$ cat src/rtl/lane_packer.sv
// Serial-to-parallel lane packer with fill/output double buffering.
// Narrow lanes are accumulated LSB-first into a wide word that is presented on a registered valid/ready port.
module lane_packer #(
  parameter int unsigned LANES  = 2,
  parameter int unsigned LANE_W = 4
) (
  input  logic                        clk,
  input  logic                        rst,
  input  logic                        in_valid,
  output logic                        in_ready,
  input  logic [LANE_W-1:0]           in_data,
  input  logic                        in_last,
  output logic                        out_valid,
  input  logic                        out_ready,
  output logic [LANES*LANE_W-1:0]     out_data,
  output logic [$clog2(LANES+1)-1:0]  out_count
);

  localparam int unsigned IDX_W = (LANES > 2) ? $clog2(LANES) : 1;
  localparam int unsigned CNT_W = $clog2(LANES + 1);

  typedef enum logic {
    FILL = 1'b0,
    FULL = 1'b1
  } state_t;

  state_t                         r_state;
  logic [IDX_W-1:0]               r_idx;
  logic [LANES-1:0][LANE_W-1:0]   r_fill;
  logic [CNT_W-1:0]               r_park_count;
  logic                           r_out_valid;
  logic [LANES*LANE_W-1:0]        r_out_data;
  logic [CNT_W-1:0]               r_out_count;

  logic                           w_accept;
  logic                           w_complete;
  logic                           w_out_free;
  logic                           w_out_take;
  logic [CNT_W-1:0]               w_count;
  logic [LANES-1:0][LANE_W-1:0]   w_word;

  assign in_ready   = (r_state == FILL) && !rst;
  assign w_accept   = in_valid && in_ready;
  assign w_complete = (r_idx == IDX_W'(LANES - 1)) || in_last;
  assign w_out_take = r_out_valid && out_ready;
  assign w_out_free = !r_out_valid || out_ready;
  assign w_count    = CNT_W'(r_idx) + CNT_W'(1);

  // Completed word: lanes below idx from the fill buffer, the incoming lane at idx, zeros above
  always_comb begin
    w_word = '0;
    for (int i = 0; i < int'(LANES); i++) begin
      if (IDX_W'(i) < r_idx) begin
        w_word[i] = r_fill[i];
      end else if (IDX_W'(i) == r_idx) begin
        w_word[i] = in_data;
      end
    end
  end

  always_ff @(posedge clk or posedge rst) begin
    if (rst) begin
      r_state      <= FILL;
      r_idx        <= '0;
      r_fill       <= '0;
      r_park_count <= '0;
      r_out_valid  <= 1'b0;
      r_out_data   <= '0;
      r_out_count  <= '0;
    end else begin
      if (w_out_take) begin
        r_out_valid <= 1'b0;
      end
      case (r_state)
        FILL: begin
          if (w_accept) begin
            if (!w_complete) begin
              r_fill[r_idx] <= in_data;
              r_idx         <= r_idx + IDX_W'(1);
            end else begin
              r_idx <= '0;
              if (w_out_free) begin
                r_fill      <= '0;
                r_out_data  <= w_word;
                r_out_count <= w_count;
                r_out_valid <= 1'b1;
              end else begin
                // Output slot busy: the fill buffer holds the finished word until it drains
                r_fill       <= w_word;
                r_park_count <= w_count;
                r_state      <= FULL;
              end
            end
          end
        end
        FULL: begin
          if (w_out_take) begin
            r_out_data  <= r_fill;
            r_out_count <= r_park_count;
            r_out_valid <= 1'b1;
            r_fill      <= '0;
            r_state     <= FILL;
          end
        end
        default: r_state <= FILL;
      endcase
    end
  end

  assign out_valid = r_out_valid;
  assign out_data  = r_out_data;
  assign out_count = r_out_count;

endmodule

$ cat config.mk
export PLATFORM = sky130hd
export DESIGN_NAME = lane_packer
export DESIGN_NICKNAME = d
export VERILOG_FILES = /design/src/rtl/lane_packer.sv
export SDC_FILE = /design/constraint.sdc
export NUM_CORES = 1
export LEC_CHECK = 0
export CAP_MARGIN = 20
export CORE_MARGIN = 2
export CORE_UTILIZATION = 53
export CTS_BUF_LIST = sky130_fd_sc_hd__clkbuf_4
export DETAILED_ROUTE_END_ITERATION = 10
export HOLD_SLACK_MARGIN = 0.05
export PLACE_DENSITY = 0.81
export SETUP_SLACK_MARGIN = 0.1
export SLEW_MARGIN = 10
export SYNTH_ARGS = -nofsm -noshare
export SYNTH_HDL_FRONTEND = slang
export SYNTH_SLANG_ARGS = --single-unit
export TNS_END_PERCENT = 20
$ cat constraint.sdc
create_clock -name clk -period 2.45 [get_ports clk]
set_input_delay 0.49 -clock clk [delete_from_list [all_inputs] [get_ports clk]]
set_output_delay 0.49 -clock clk [all_outputs]
set_load 0.02 [all_outputs]
==> flow_summary.ini, run 1 <==
[clock_network]
cts_root_buffer = clkbuf_4
cts_max_path_buffers = 2
post_cts_resized = 0
path_clk_slew_ps = 130
postCtsHoldBufs = 0
worst_skew_pair.late_latency_ps = 320
htreeDepth = 1
postCtsSetupBuffers = 0
cts_tree = done
cts_sinks = 23
cts_buffers = 3

[critical_path]
r2r_start = r_state
start_kind = input pin
crit_chain = clkdlybuf4s50_1 > nor2_1 > clkdlybuf4s50_1
crit_path_frequent_cell = clkdlybuf4s50_1
required_ps = 1960
critical_path_class = input pin to output port
cp_slowest_cell = clkdlybuf4s50_1
rr_endpoint = r_park_count[1]
crit_end = in_ready
crit_path_max_incr_delay_ps = 620
ff2ff_path_depth = 3
crit_arrival_ps = 1660
crit_fanout = 3
worstSetupStartpoint = rst
cp-end-kind = output port
r2r_slack_ps = 560

[yosys]
ys_async_sr_fraction_pct = 100
synth_nets = 98
yosysUniqueCellTypes = 23
synth_ff_type = dfrtp_1
yosys_warnings = 0
synth-seq-area-share_pct = 52.6
netlist_instances = 89
synth-seq-cells = 23
synth_edf_count = 0
synth_area_sq_um = 1090
syn_area_per_cell_sq_um = 12.3

[job]
cap_viol_max_count = 0

[sta]
tightest_slew_ps = 623
finalSetupTns_ps = 0
timing.final.hold_violations = 0
max_slew_margin_pct = 57.9
timing.fmax_mhz = 466
final.setup.worst_slack_ps = 302
setup_viol = 0
slew_violations = 0
fin_crit_ps = 2150
period_share_pct = 87.7
hold_slack_ps = 509
clock_skew_ps = 5.79
rsz0062_at_grt = no

[floorplanning]
placementRows = 16
core_sq_um = 1960
die_area_sq_um = 2450
io-pin-count = 21
start_util_pct = 55.8
chipWidth_um = 49.5
die_height_um = 49.5

[cells_and_area]
instances_no_fill = 143
drive_gt1_share_pct = 23.3
antenna_cells = 0
nNetsFinal = 126
fillers = 160
syn_to_final_growth_pct = 25.9

[power]
design_power_total_w = 0.00152
power_leakage_nw = 0.604
cellPowerDensity_nw_per_um2 = 1100
max-vdd-ir-drop_mv = 0.733

[placement]
dp_hpwl_um = 1500
port_buffers = 20
gp_congestion = 0.737
dp_slack_ps = 28.7
dp.cells = 139

[global_routing]
grt_max_degree = 24
antenna_found_initial = 0
grt_pass1_vias = 796
grtUsageTotal_pct = 20.0
grt-ovfl-total = 0
grt_pass1_wl_um = 3590

[hold_path]
hp-class = register to register

[status]
status = complete, no violations

[detailed_routing]
via_count = 755
vias_per_cell = 5.28
drtIter0Drc = 7
drtAntennaViolNets = 0
drc = 0
wire_per_inst_um = 14.3
drt_wl_total_um = 2040
first_pass_iters = 4
## registers in the layout, summed over array words and instances, names as in the netlist
| name | count |
|---|---|
| out_data | 8 |
| r_fill | 8 |
| out_count | 2 |
| r_park_count | 2 |
| out_valid | 1 |
| r_idx | 1 |
| r_state | 1 |
## power breakdown
| part | internal (W) | switching [W] | total [W] |
|---|---|---|---|
| clock network | 0.0000612 | 0.000118 | 0.000179 |
| registers | 0.000515 | 0.0000964 | 0.000611 |
| logic | 0.000390 | 0.000340 | 0.000730 |
## metal layers
layer  track usage (%)  share of wire, %
met5                 0                 0
met4              13.9               3.1
met3              2.73               3.2
met2              30.9                48
met1              26.1                45
## stage by stage
stage,utilization (%),area [sq um]
finish,70.3,1380
global route,70.3,1380
CTS,70.3,1380
detailed placement,68.9,1350
global placement,68.9,1350
floorplan,-,1090
## cell type report
type | count | area [sq um] | share of cell area, %
Clock buffer | 3 | 22.5 | 1.63
Clock inverter | 1 | 5.00 | 0.363
Inverter | 8 | 30.0 | 2.18
Multi-Input combinational cell | 54 | 459 | 33.3
Sequential cell | 23 | 576 | 41.7
Tap cell | 27 | 33.8 | 2.45
Timing Repair Buffer | 27 | 253 | 18.3
## cell usage in the layout, fill, tap and decap left out
| cell | synthesis | routed |
|---|---|---|
| a211oi_4 | 1 | 1 |
| a21oi_1 | 3 | 3 |
| a2bb2oi_1 | 1 | 1 |
| nor2b_1 | 1 | 1 |
| nand3_1 | 1 | 1 |
| nand2b_1 | 1 | 1 |
| dfrtp_1 | 23 | 23 |
| a211oi_1 | 1 | 1 |
| nor2_1 | 3 | 3 |
| nor3b_1 | 2 | 2 |
| a32o_1 | 1 | 1 |
| nor4_1 | 1 | 1 |
| nor3_1 | 1 | 1 |
| nor4bb_1 | 1 | 1 |
| nand2_1 | 4 | 4 |
| buf_4 | 0 | 7 |
| clkbuf_4 | 0 | 3 |
| clkinv_2 | 0 | 1 |
| or3b_1 | 1 | 1 |
| mux2_2 | 15 | 15 |
| clkdlybuf4s50_1 | 0 | 20 |
| mux2i_1 | 6 | 6 |
| inv_1 | 8 | 8 |
| a22o_1 | 8 | 8 |
| o21ai_0 | 2 | 2 |
## worst max-delay path: cells and delay by family
kind | cells | cell delay, ps
buf+inv | 2 | 1050
simple gates | 1 | 120
## cell families after synthesis
logic type | after synthesis | share of synthesized area (%)
AO/OA/AOI/OAI | 17 | 12.9
flip-flops | 23 | 52.6
buffers and inverters | 12 | 5.49
multiplexers | 21 | 20.9
AND/OR/NAND/NOR | 16 | 8.11
## how the worst min path moves through the flow
stage / startpoint / to / slack, ps / cells past startpoint
after global routing: r_fill[6] / r_fill[6] / 540 / 2
after detailed placement: r_fill[3] / r_fill[3] / 480 / 1
after floorplan: r_fill[0] / r_fill[0] / 460 / 1
final: r_fill[0] / r_fill[0] / 510 / 1
after CTS: r_fill[0] / r_fill[0] / 510 / 1
after global placement: r_fill[1] / r_fill[1] / 480 / 1
## cell usage after synthesis, types with 2 or more instances
library cell  number  area, sq um
a22o_1             8         70.1
inv_1              8         30.0
buf_6              2         22.5
nor3b_1            2         15.0
a21oi_1            3         15.0
mux2_2            15          169
mux2i_1            6         60.1
o21ai_0            2         10.0
dfrtp_1           23          576
nor2_1             3         11.3
nand2_1            4         15.0
clkbuf_1           2         7.51
Power figures use the tool's default switching activity.
==> run 2, diff against run 1 <==
MAX_ROUTING_LAYER = met4   (was unset)
clock period = 2.2 ns   (was 2.45 ns; I/O delays follow)
==> run 2 against run 1 <==
Compared with the run above:
- combinational power is 12% higher
- clock skew barely moved
- sequential power is 12% higher
- die area unchanged
- cell area rose by 2.7%
- non-clock buffer count rose by 4
- largest power group unchanged
==> flow_summary.ini, run 2 (synthesis gave the netlist of run 1 again) <==
[status]
status = complete, no violations

[critical_path]
r2r_start = r_state
start_kind = input pin
crit_chain = clkdlybuf4s50_1 > or3b_1 > a211oi_4 > buf_4 > mux2_2
crit_fanout = 5
r2r_slack_ps = 320
cp-end-kind = register
critical_path_class = input pin to register
rr_endpoint = out_data[7]
crit_path_max_incr_delay_ps = 480
required_ps = 2400
cp_slowest_cell = or3b_1
ff2ff_path_depth = 4
crit_arrival_ps = 2190

[clock_network]
postCtsSetupBuffers = 0
cts_buffers = 3
cts_sinks = 23
path_clk_slew_ps = 120
postCtsHoldBufs = 0
cts_tree = done
post_cts_resized = 1
htreeDepth = 1
cts_root_buffer = clkbuf_4
worst_skew_pair.late_latency_ps = 310
cts_max_path_buffers = 2

[cells_and_area]
syn_to_final_growth_pct = 29.4
drive_gt1_share_pct = 26.7
nNetsFinal = 130
postLayoutCoreUtil_pct = 72.2
multi_input_area_sq_um = 465
fillers = 157
mostFrequentLayoutCells = 23 x dfrtp_1, 19 x clkdlybuf4s50_1, 15 x mux2_2, 11 x buf_4
seqCellArea_sq_um = 576
antenna_cells = 0
instances_no_fill = 147
final_common_cell = dfrtp_1

[sta]
hold_slack_ps = 510
tightest_slew_ps = 493
finalSetupTns_ps = 0
setup_viol = 0
fin_crit_ps = 1990
clock_skew_ps = 5.90
rsz0062_at_grt = no
period_share_pct = 90.4
final.setup.worst_slack_ps = 211
slew_violations = 0
max_slew_margin_pct = 66.9
timing.fmax_mhz = 503
timing.final.hold_violations = 0

[global_routing]
grt-ovfl-total = 0
grtUsageTotal_pct = 20.9
grt_max_degree = 24
grt_pass1_wl_um = 3760
grt_pass1_vias = 843
antenna_found_initial = 0

[floorplanning]
placementRows = 16
chipWidth_um = 49.5
start_util_pct = 55.8
io-pin-count = 21
die_area_sq_um = 2450
die_height_um = 49.5
core_sq_um = 1960

[detailed_routing]
drtAntennaViolNets = 0
drt_wl_total_um = 2070
via_count = 810
drtIter0Drc = 10
wire_per_inst_um = 14.1
drc = 0
vias_per_cell = 5.51
first_pass_iters = 4

[hold_path]
whs_path_depth = 1
hold_path_startpoint = r_fill[0]
worst_hold_path.endpoint = r_fill[0]
hp-class = register to register

[placement]
dp.cells = 143
port_buffers = 20
dp_slack_ps = -120
gp_congestion = 0.810
dp_hpwl_um = 1530

[power]
max-vdd-ir-drop_mv = 0.978
power_leakage_nw = 0.627
cellPowerDensity_nw_per_um2 = 1210

[job]
cap_viol_max_count = 0
## run 2: cell count changes in the layout (fill, tap and decap cells not counted)
cell	delta
buf_4	+4
clkbuf_4	+1
clkdlybuf4s50_1	-1
clkinv_2	-1
dlygate4sd2_1	+1
nor4_1	-1
nor4_2	+1
## run 2: through the flow
stage          power (W)  area, sq um
2_1_floorplan    0.00121         1090
3_3_place_gp     0.00149         1380
3_5_place_dp     0.00151         1380
4_1_cts          0.00171         1410
5_1_grt          0.00182         1420
6_report         0.00171         1420
## run 2: report_power, final
part | switching (W) | internal (W)
sequential | 0.000113 | 0.000573
clock | 0.000121 | 0.0000830
combinational | 0.000376 | 0.000442
## run 2: area by class of cell
class	count	share of cell area, %
inverter	8	2.12
multi-input combinational	54	32.9
tap	27	2.39
timing repair buffer	31	19.9
clock buffer	4	2.12
sequential	23	40.6
## run 2: per-layer routing
layer / wire [um] / up-vias / track usage [%]
li1: - / 383 / -
met1: 947 / 402 / 27.6
met2: 991 / 19 / 30.4
met3: 75 / 6 / 3.64
met4: 54 / 0 / 12.0
met5: 0 / - / -
## run 2: how the worst max path moves through the flow
stage / startpoint / to / slack [ps] / cells after the start
CTS: rst / r_park_count[1] / 200 / 4
global route: in_valid / out_data[7] / 200 / 5
floorplan: r_state / out_count[0] / 320 / 5
finish: in_valid / out_data[7] / 210 / 5
global placement: rst / out_data[7] / -30 / 5
detailed placement: rst / r_park_count[1] / -120 / 4
## run 2: worst max-delay path, delay by kind of cell
family                 cells  cell delay [ps]
AO/OA/AOI/OAI              1              270
buffers and inverters      2              660
multiplexers               1              330
AND/OR/NAND/NOR            1              480
